### config.mk
export PLATFORM = sky130hd
export DESIGN_NAME = id_stage_hz
export DESIGN_NICKNAME = d
export VERILOG_FILES = /design/src/rtl/id_stage_hz.sv
export SDC_FILE = /design/constraint.sdc
export NUM_CORES = 2
export LEC_CHECK = 0
export CORE_UTILIZATION = 55
export CTS_BUF_LIST = sky130_fd_sc_hd__clkbuf_4 sky130_fd_sc_hd__clkbuf_8
export CTS_CLUSTER_SIZE = 28
export DETAILED_ROUTE_END_ITERATION = 6
export GPL_ROUTABILITY_DRIVEN = 0
export GPL_TIMING_DRIVEN = 0
export PLACE_DENSITY = 0.77
export SLEW_MARGIN = 0
export SYNTH_ARGS = -nofsm -noshare
export SYNTH_HDL_FRONTEND = slang
export SYNTH_SLANG_ARGS = --single-unit
### constraint.sdc
create_clock -name clk -period 7.3 [get_ports clk]
set_input_delay 1.095 -clock clk [delete_from_list [all_inputs] [get_ports clk]]
set_output_delay 1.095 -clock clk [all_outputs]
set_load 0.02 [all_outputs]
### src/rtl/id_stage_hz.sv
// RV32 decode stage: register file, decode, ID-resolved jumps/branches, hazard interlock
// and a valid/ready ID/EX register. Define ID_BYPASS_EN for write-first register reads.
module id_stage_hz #(
  parameter int XLEN     = 32,
  parameter int NUM_REGS = 32
) (
  input  logic                        clk,
  input  logic                        reset_n,
  input  logic                        in_valid,
  output logic                        in_ready,
  input  logic [XLEN-1:0]             in_pc,
  input  logic [XLEN-1:0]             in_pc4,
  input  logic [31:0]                 in_instr,
  input  logic                        flush,
  input  logic                        wb_en,
  input  logic [$clog2(NUM_REGS)-1:0] wb_addr,
  input  logic [XLEN-1:0]             wb_data,
  input  logic                        ex_ready,
  output logic                        out_valid,
  output logic [8:0]                  ctrl_ex,
  output logic [XLEN-1:0]             pc4_ex,
  output logic [XLEN-1:0]             r_data1,
  output logic [XLEN-1:0]             r_data2,
  output logic [XLEN-1:0]             extended,
  output logic [$clog2(NUM_REGS)-1:0] rd_ex,
  output logic                        illegal_ex,
  output logic                        control_j,
  output logic [XLEN-1:0]             pc_j
);
  localparam int AW = $clog2(NUM_REGS);

  localparam logic [6:0] OP_IMM   = 7'b0010011;
  localparam logic [6:0] OP_LOAD  = 7'b0000011;
  localparam logic [6:0] OP_STORE = 7'b0100011;
  localparam logic [6:0] OP_R     = 7'b0110011;
  localparam logic [6:0] OP_JAL   = 7'b1101111;
  localparam logic [6:0] OP_JALR  = 7'b1100111;
  localparam logic [6:0] OP_BR    = 7'b1100011;

  // {reg_write, mem_to_reg, mem_read, mem_write, alu_src, alu_op[3:0]}
  localparam logic [8:0] C_ADDI  = 9'b1_0_0_0_1_0000;
  localparam logic [8:0] C_LOAD  = 9'b1_1_1_0_1_0000;
  localparam logic [8:0] C_STORE = 9'b0_0_0_1_1_0000;
  localparam logic [8:0] C_ADD   = 9'b1_0_0_0_0_0000;
  localparam logic [8:0] C_SUB   = 9'b1_0_0_0_0_0001;
  localparam logic [8:0] C_SLL   = 9'b1_0_0_0_0_0010;
  localparam logic [8:0] C_SLT   = 9'b1_0_0_0_0_0011;
  localparam logic [8:0] C_AND   = 9'b1_0_0_0_0_0100;
  localparam logic [8:0] C_OR    = 9'b1_0_0_0_0_0101;
  localparam logic [8:0] C_JMP   = 9'b1_0_0_0_0_1111;

  logic [6:0]    opc, f7;
  logic [2:0]    f3;
  logic [AW-1:0] rs1_a, rs2_a, rd_a;

  assign opc   = in_instr[6:0];
  assign f3    = in_instr[14:12];
  assign f7    = in_instr[31:25];
  assign rd_a  = in_instr[7 +: AW];
  assign rs1_a = in_instr[15 +: AW];
  assign rs2_a = in_instr[20 +: AW];

  logic [XLEN-1:0] imm_i, imm_s, imm_b, imm_j;
  assign imm_i = {{(XLEN-11){in_instr[31]}}, in_instr[30:20]};
  assign imm_s = {{(XLEN-11){in_instr[31]}}, in_instr[30:25], in_instr[11:7]};
  assign imm_b = {{(XLEN-12){in_instr[31]}}, in_instr[7], in_instr[30:25], in_instr[11:8], 1'b0};
  assign imm_j = {{(XLEN-20){in_instr[31]}}, in_instr[19:12], in_instr[20], in_instr[30:21], 1'b0};

  // Register file; entry 0 is never written and is masked on read
  logic [XLEN-1:0] rf_q [NUM_REGS];

  always_ff @(posedge clk or negedge reset_n) begin
    if (!reset_n) begin
      for (int i = 0; i < NUM_REGS; i++) rf_q[i] <= '0;
    end else if (wb_en && wb_addr != '0) begin
      rf_q[wb_addr] <= wb_data;
    end
  end

  logic [XLEN-1:0] rs1_v, rs2_v;

  always_comb begin
    rs1_v = (rs1_a == '0) ? '0 : rf_q[rs1_a];
    rs2_v = (rs2_a == '0) ? '0 : rf_q[rs2_a];
`ifdef ID_BYPASS_EN
    if (wb_en && wb_addr != '0 && wb_addr == rs1_a) rs1_v = wb_data;
    if (wb_en && wb_addr != '0 && wb_addr == rs2_a) rs2_v = wb_data;
`endif
  end

  logic [8:0]      ctrl_d;
  logic            ill_d, use1, use2, is_br, is_jal, is_jalr, br_take;
  logic [XLEN-1:0] imm_d;
  logic            eq, lt;

  assign eq = (rs1_v == rs2_v);
  assign lt = ($signed(rs1_v) < $signed(rs2_v));

  always_comb begin
    ctrl_d  = '0;
    ill_d   = 1'b0;
    imm_d   = '0;
    use1    = 1'b0;
    use2    = 1'b0;
    is_br   = 1'b0;
    is_jal  = 1'b0;
    is_jalr = 1'b0;
    br_take = 1'b0;
    case (opc)
      OP_IMM: begin
        if (f3 == 3'b000) begin ctrl_d = C_ADDI; imm_d = imm_i; use1 = 1'b1; end
        else ill_d = 1'b1;
      end
      OP_LOAD:  begin ctrl_d = C_LOAD;  imm_d = imm_i; use1 = 1'b1; end
      OP_STORE: begin ctrl_d = C_STORE; imm_d = imm_s; use1 = 1'b1; use2 = 1'b1; end
      OP_R: begin
        use1 = 1'b1;
        use2 = 1'b1;
        case (f3)
          3'b000: begin
            if (f7 == 7'b0000000)      ctrl_d = C_ADD;
            else if (f7 == 7'b0100000) ctrl_d = C_SUB;
            else                       ill_d  = 1'b1;
          end
          3'b001:  ctrl_d = C_SLL;
          3'b010:  ctrl_d = C_SLT;
          3'b111:  ctrl_d = C_AND;
          3'b110:  ctrl_d = C_OR;
          default: ill_d  = 1'b1;
        endcase
      end
      OP_JAL: begin ctrl_d = C_JMP; imm_d = imm_j; is_jal = 1'b1; end
      OP_JALR: begin
        if (f3 == 3'b000) begin ctrl_d = C_JMP; imm_d = imm_i; use1 = 1'b1; is_jalr = 1'b1; end
        else ill_d = 1'b1;
      end
      OP_BR: begin
        imm_d = imm_b;
        case (f3)
          3'b000:  begin is_br = 1'b1; br_take = eq;  end
          3'b001:  begin is_br = 1'b1; br_take = !eq; end
          3'b100:  begin is_br = 1'b1; br_take = lt;  end
          3'b101:  begin is_br = 1'b1; br_take = !lt; end
          default: ill_d = 1'b1;
        endcase
        use1 = is_br;
        use2 = is_br;
      end
      default: ill_d = 1'b1;
    endcase
  end

  logic            out_valid_q, ill_q;
  logic [8:0]      ctrl_q;
  logic [XLEN-1:0] pc4_q, r1_q, r2_q, ext_q;
  logic [AW-1:0]   rd_q;

  logic [XLEN-1:0] jalr_sum;
  logic            src_hit, hz, adv;

  assign jalr_sum = rs1_v + imm_i;
  assign pc_j     = is_jalr ? {jalr_sum[XLEN-1:1], 1'b0} : in_pc + imm_d;

  // Load-use always interlocks; ALU results interlock only for operands consumed in ID
  assign src_hit  = (use1 && rs1_a == rd_q) || (use2 && rs2_a == rd_q);
  assign hz       = in_valid && out_valid_q && rd_q != '0 && src_hit &&
                    (ctrl_q[6] || (ctrl_q[8] && (is_br || is_jalr)));
  assign adv      = ex_ready || !out_valid_q;
  assign in_ready = flush || (adv && !hz);
  assign control_j = in_valid && in_ready && !flush && (is_jal || is_jalr || br_take);

  always_ff @(posedge clk or negedge reset_n) begin
    if (!reset_n) begin
      out_valid_q <= 1'b0;
      ctrl_q      <= '0;
      ill_q       <= 1'b0;
      pc4_q       <= '0;
      r1_q        <= '0;
      r2_q        <= '0;
      ext_q       <= '0;
      rd_q        <= '0;
    end else if (flush) begin
      out_valid_q <= 1'b0;
    end else if (adv) begin
      if (in_valid && !hz) begin
        out_valid_q <= 1'b1;
        ctrl_q      <= ctrl_d;
        ill_q       <= ill_d;
        pc4_q       <= in_pc4;
        r1_q        <= rs1_v;
        r2_q        <= rs2_v;
        ext_q       <= imm_d;
        rd_q        <= ctrl_d[8] ? rd_a : '0;
      end else begin
        out_valid_q <= 1'b0;
      end
    end
  end

  assign out_valid  = out_valid_q;
  assign ctrl_ex    = ctrl_q;
  assign illegal_ex = ill_q;
  assign pc4_ex     = pc4_q;
  assign r_data1    = r1_q;
  assign r_data2    = r2_q;
  assign extended   = ext_q;
  assign rd_ex      = rd_q;
endmodule

# Yosys cells after proc, flatten, opt, wreduce, memory -nomap -nowiden
# Cells that the tools add are included.
dict set report totals {
  out_inout_bits 178
  register_bits 1168
  elab_cells 147
  inputBits 139
}
dict set report op_classes {
  n_reduce_logical 40
  n_bitwise 4
  n_mux 39
  eq_ne 17
  order_cmp 5
  n_addsub 2
}
# op n
set op_table {}
lappend op_table {{1024-bit bitwise mux} 1}
lappend op_table {{32-bit binary-select mux with 5-bit select} 2}
lappend op_table {{32-bit two-way mux} 9}
lappend op_table {{32-bit demux with 5-bit select} 1}
lappend op_table {{32-bit case mux with 5 select lines} 1}
lappend op_table {{32-bit adder} 2}
lappend op_table {{9-bit case mux with 6 select lines} 1}
lappend op_table {{9-bit case mux with 5 select lines} 1}
lappend op_table {{9-bit two-way mux} 4}
lappend op_table {{32-bit equality test} 1}
lappend op_table {{32-bit less-than comparator} 1}
lappend op_table {{7-bit by 6-bit equality test with 1-bit output, second input constant} 3}
lappend op_table {{7-bit equality test, second input constant} 3}
lappend op_table {{6-bit greater-or-equal comparator, second input constant} 3}
lappend op_table {{5-bit NOT with 6-bit output} 3}
lappend op_table {{1-bit logical AND} 14}
lappend op_table {{1-bit two-way mux} 13}
lappend op_table {{3-bit equality test, second input constant} 4}
lappend op_table {{5-bit equality test} 2}
lappend op_table {{5-bit zero test} 2}
lappend op_table {{5-bit nonzero test} 2}
lappend op_table {{1-bit case mux with 4 select lines} 2}
lappend op_table {{4-bit OR reduction} 2}
lappend op_table {{7-bit by 2-bit equality test with 1-bit output, second input constant} 1}
lappend op_table {{16 further kinds} 29}

# Longest topological paths before layout
dict set report logic_depth {
  depth_word 14
  ltp_mapped 23
  depth_no_buf 19
}

# Worst setup path before layout
# No wires, ideal clock.
dict set report synth_path {
  kind {input to output}
  from {input port in_instr[15]}
  to {output port pc_j[28]}
  required_time_ps 6205
  path_buffers 7
  path_stages 23
  slack_ps -167
  t_arrival_ps 6372
  path_cell_list {buf_2 -> buf_2 -> buf_2 -> buf_2 -> buf_2 -> buf_2 -> mux4_2 -> mux4_2 -> nand2_1 -> a21oi_1 -> ha_1 -> clkbuf_1 -> a21o_1 -> a31o_2 -> a21o_1 -> a21o_1 -> a21o_1 -> a21oi_1 -> o211ai_1 -> a2111oi_0 -> nor3_1 -> xnor2_1 -> mux2i_1}
}
dict set report synth_between {
  elab_chain_cells 7
  word_cells_on_any_way 10
  classes_between {add/sub: 2; mux: 6; bitwise: 1; reduce/logical: 1}
}
# element line_no
set synth_lines {}
lappend synth_lines {{start, declared} 13} ;# input logic [31:0] in_instr,
lappend synth_lines {{5-bit NOT with 6-bit output (implied by the code)} 83} ;# rs1_v = (rs1_a == '0) ? '0 : rf_q[rs1_a];
lappend synth_lines {{32-bit binary-select mux with 5-bit select} 83}
lappend synth_lines {{32-bit two-way mux (implied by the code) (2 in a row)} 83}
lappend synth_lines {{32-bit two-way mux (*)} 83}
lappend synth_lines {{via rs1_v[20]} 80} ;# logic [XLEN-1:0] rs1_v, rs2_v;
lappend synth_lines {{32-bit adder (*)} 161} ;# assign jalr_sum = rs1_v + imm_i;
lappend synth_lines {{32-bit two-way mux (*)} 162} ;# assign pc_j = is_jalr ? {jalr_sum[XLEN-1:1], 1'b0} : in_pc + imm_d;
lappend synth_lines {{end, declared} 28} ;# output logic [XLEN-1:0] pc_j
# The timed path passes the listed nets; every way through them passes the cells marked *. The select of a mux whose other input is x is not followed.

# Final worst setup path
dict set report layout_path {
  from {input port in_instr[19]}
  to {output port pc_j[31]}
}
# The elaborated chain is that of the path after synthesis.

==> summary.md <==
| Metric | Value |
|---|---|
| Setup ws final | 15.1 ps |
| Critical Path Fanout Max | 10 |
| Share of cells above drive strength 1 | 0.490 |
| Failing checks | design-rule violations, max-capacitance violations, max-slew violations |
| Worst setup EP type | output port |
| Number of CTS-inserted buffers | 194 |
| Io pins | 317 |
| Synthesis Warnings | 0 |
| Top-area cell type share of the netlist area | 0.454 |
| Clock net sink count | 1156 |
| Post-DP HPWL | 156 mm |
| CP delay by family, top | buffers and inverters |
| Seq/Total Area, Yosys | 0.454 |
| Root buffer cell | clkbuf_8 |
| Final Hold Vio Count | 0 |
| Most used cell, CP | a21o_1 |
| Die Y-Extent | 342 µm |
| Cell variety after synth | 78 |
| TritonCTS clock tree | built |
| Leak | 33.1 nW |
| Commonest non-fill, non-tap cell in the layout | dfrtp_1 |
| Die area | 117000 µm² |
| Relative slew slack | -0.0371 |
| Fin crit share | 0.998 |
| Status | complete, but fails checks |
| First-pass GRT wire length | 325 mm |
| Core ar. | 115000 µm² |
| Hold crit path type | input port to async pin |
| Arrival time worst endpoint | 6190 ps |
| Cell count after synthesis | 4306 |
| Req. time, crit path | 6200 ps |
| Most common flop cell mapped by yosys | dfrtp_1 |
| Number of synthesized flops with an enable pin | 0 |
| Synth Net Count | 4538 |
| Crit path time final | 7280 ps |
| MaxCap Viol Count | 3 |
| # DRC | 224 |
| DR pass1 iterations | 7 |
| Yosys reg bits | 1156 |
| DP Worst Slack | -4370 ps |
| Initial Util | 0.556 |
| Clk slew on worst S/H paths | 60 ps |
| Maximum VDD drop | 0.171 mV |
| Detailed Route WL | 227 mm |
| Synthesized cell area | 63700 µm² |
| Final cell count without fillers | 6569 |
| 1st-iter DRT viols | 6043 |
| CP Cell Sequence | clkdlybuf4s50_1 > buf_4 > clkbuf_4 > clkbuf_2 > nand2_2 > a21oi_4 > ha_4 > a21o_1 > a21o_1 > a21o_1 > a21o_1 > a21o_1 > a21o_1 > a21o_1 > or3b_2 > o221ai_2 > o32ai_1 > nor2_2 > buf_6 |
| Type of origin of the critical path | input port |
| Most frequent cells in the layout | 1156 x dfrtp_1, 1092 x mux2_2, 631 x mux4_2 |
| Critical path buffers and inverters | 5 |
| Cell taking the most area after synthesis | dfrtp_1 |
| Worst Skew | 57.9 ps |
| Power Density | 271 nW/µm² |
| Largest stage delay on the critical path | 680 ps |
| Via density | 7.01 |
| Fill cell count | 8019 |
| Initial antenna violation count | 16 |
| GRT Util Overall | 0.392 |
| Worst-Margin Slew | 1540 ps |
| Avg Cell Area, Syn | 14.8 µm² |
| WL/cell | 34.6 µm |
| Vias in the first global route | 46700 |
| CTS HTree Levels | 4 |
| FF-to-FF Start | rd_ex[2]$_DFFE_PN0P_ |
| Worst Setup SP | in_instr[19] |
| Placed cells | 6138 |
| Area contributors post-synth | dfrtp_1 45%, mux4_2 22%, mux2_2 19% |
| Post-CTS Hold Buffers | 0 |
| FP Rows | 124 |
| Routed Antenna Nets | 0 |
| CP max-delay cell | clkdlybuf4s50_1 |
| Final setup fails | 0 |
| DR vias | 46100 |
| Port Buffers | 310 |
| Async set-reset flop share out of synthesis | 1.00 |
| Largest net degree at the start of global routing | 173 |
| F_max | 0.137 GHz |
| Die X | 342 µm |
| Syn-to-layout area delta | 19.4% |
| Critical Setup Path Class | input port to output port |
| Fin nets | 5135 |
| Gr ovfl total | 0 |
| Skew-Pair Late Insertion Delay | 970 ps |
| CTS Buffer Depth | 3 |
| Slew Limit Fails | 17 |
## flip-flops by register name, indices dropped and copies added (netlist names)
| register | cells |
|---|---|
| rf_q | 1024 |
| pc4_ex | 32 |
| r_data1 | 32 |
| r_data2 | 32 |
| extended | 21 |
| ctrl_ex | 8 |
| rd_ex | 5 |
| illegal_ex | 1 |
| out_valid | 1 |
## cells by family after synthesis
family / synth area share
DFF: 0.454
AOI/OAI and AO/OA: 0.0366
buffers and inverters: 0.0292
muxes: 0.422
xor gates and xnor gates: 0.00839
and+or+nand+nor: 0.0313
adders and majority gates: 0.0185
## per-layer routing
| layer | up-vias | wire (µm) | global-route usage |
|---|---|---|---|
| li1 | 17800 | - | - |
| met5 | - | 129 | 0 |
| met3 | 953 | 31500 | 0.153 |
| met1 | 23800 | 76800 | 0.476 |
| met2 | 3450 | 101000 | 0.577 |
| met4 | 8 | 18200 | 0.269 |
## cell usage after synthesis (all sizes together) (8+ instances only)
library cell / count
a21o: 58
a21oi: 107
a22o: 12
a31oi: 10
and2: 12
buf: 159
clkbuf: 282
dfrtp: 1156
ha: 91
inv: 20
mux2: 1108
mux2i: 19
mux4: 631
nand2: 163
nand2b: 46
nand3: 18
nand4: 12
nor2: 72
nor2b: 12
nor3: 29
o211ai: 11
o21a: 8
o21ai: 89
o31ai: 10
or3: 9
xnor2: 31
xor2: 30
## worst register-to-register path, delay by kind of cell, from the launching register on
family / cells / cell delay [ps]
DFF: 1 / 460
AOI/OAI and AO/OA: 2 / 440
buffers and inverters: 3 / 910
muxes: 1 / 350
and+or+nand+nor: 5 / 750
xor gates and xnor gates: 1 / 170
## through the flow
stage	instance area, µm²	setup TNS (ps)	hold WS (ps)	total power, mW	util
after floorplan	63700	-25.9	441	11.8	-
after global placement	68700	-	453	13.7	0.599
after detailed placement	69000	-117660	464	13.8	0.602
after CTS	75500	0	153	20.3	0.659
after global routing	76100	-182	143	21.3	0.663
final	76100	0	108	20.6	0.663
## final cells by class
class	instances	area, µm²	area share
Clock buffer	301	3840	0.0505
Timing Repair Buffer	410	4270	0.0561
Antenna cell	4	10.0	0.000132
Tap cell	1512	1890	0.0249
Inverter	20	75.1	0.000987
Multi-Input combinational cell	2689	33500	0.440
Clock inverter	45	437	0.00574
Sequential cell	1156	28900	0.380
Buffer	432	3120	0.0410
## worst paths after layout
check,to,depth (start not counted),slack [ps]
min in group clk,r_data2[13]$_DFFE_PN0P_,2,480
hold / removal,pc4_ex[24]$_DFFE_PN0P_,1,110
setup reg to reg,pc4_ex[25]$_DFFE_PN0P_,12,4080
setup / recovery,pc_j[31],19,20
max in group asynchronous,rf_q[353]$_DFFE_PN0P_,4,4580
hold reg to reg,r_data2[13]$_DFFE_PN0P_,2,480
## timing repair
action | in CTS | in global routing
endpoints found under the setup margin | 32 | 25
gates resized for setup | 621 | 116
pin swaps | 15 | 11
buffers inserted | 57 | 24
gates cloned | 7 | 2
## power breakdown
part | switching, mW | internal, mW
Combinational | 2.62 | 3.06
Clock | 2.85 | 3.53
Sequential | 0.903 | 7.63
Total | 6.37 | 14.2
(Power assumes the default switching activity.)
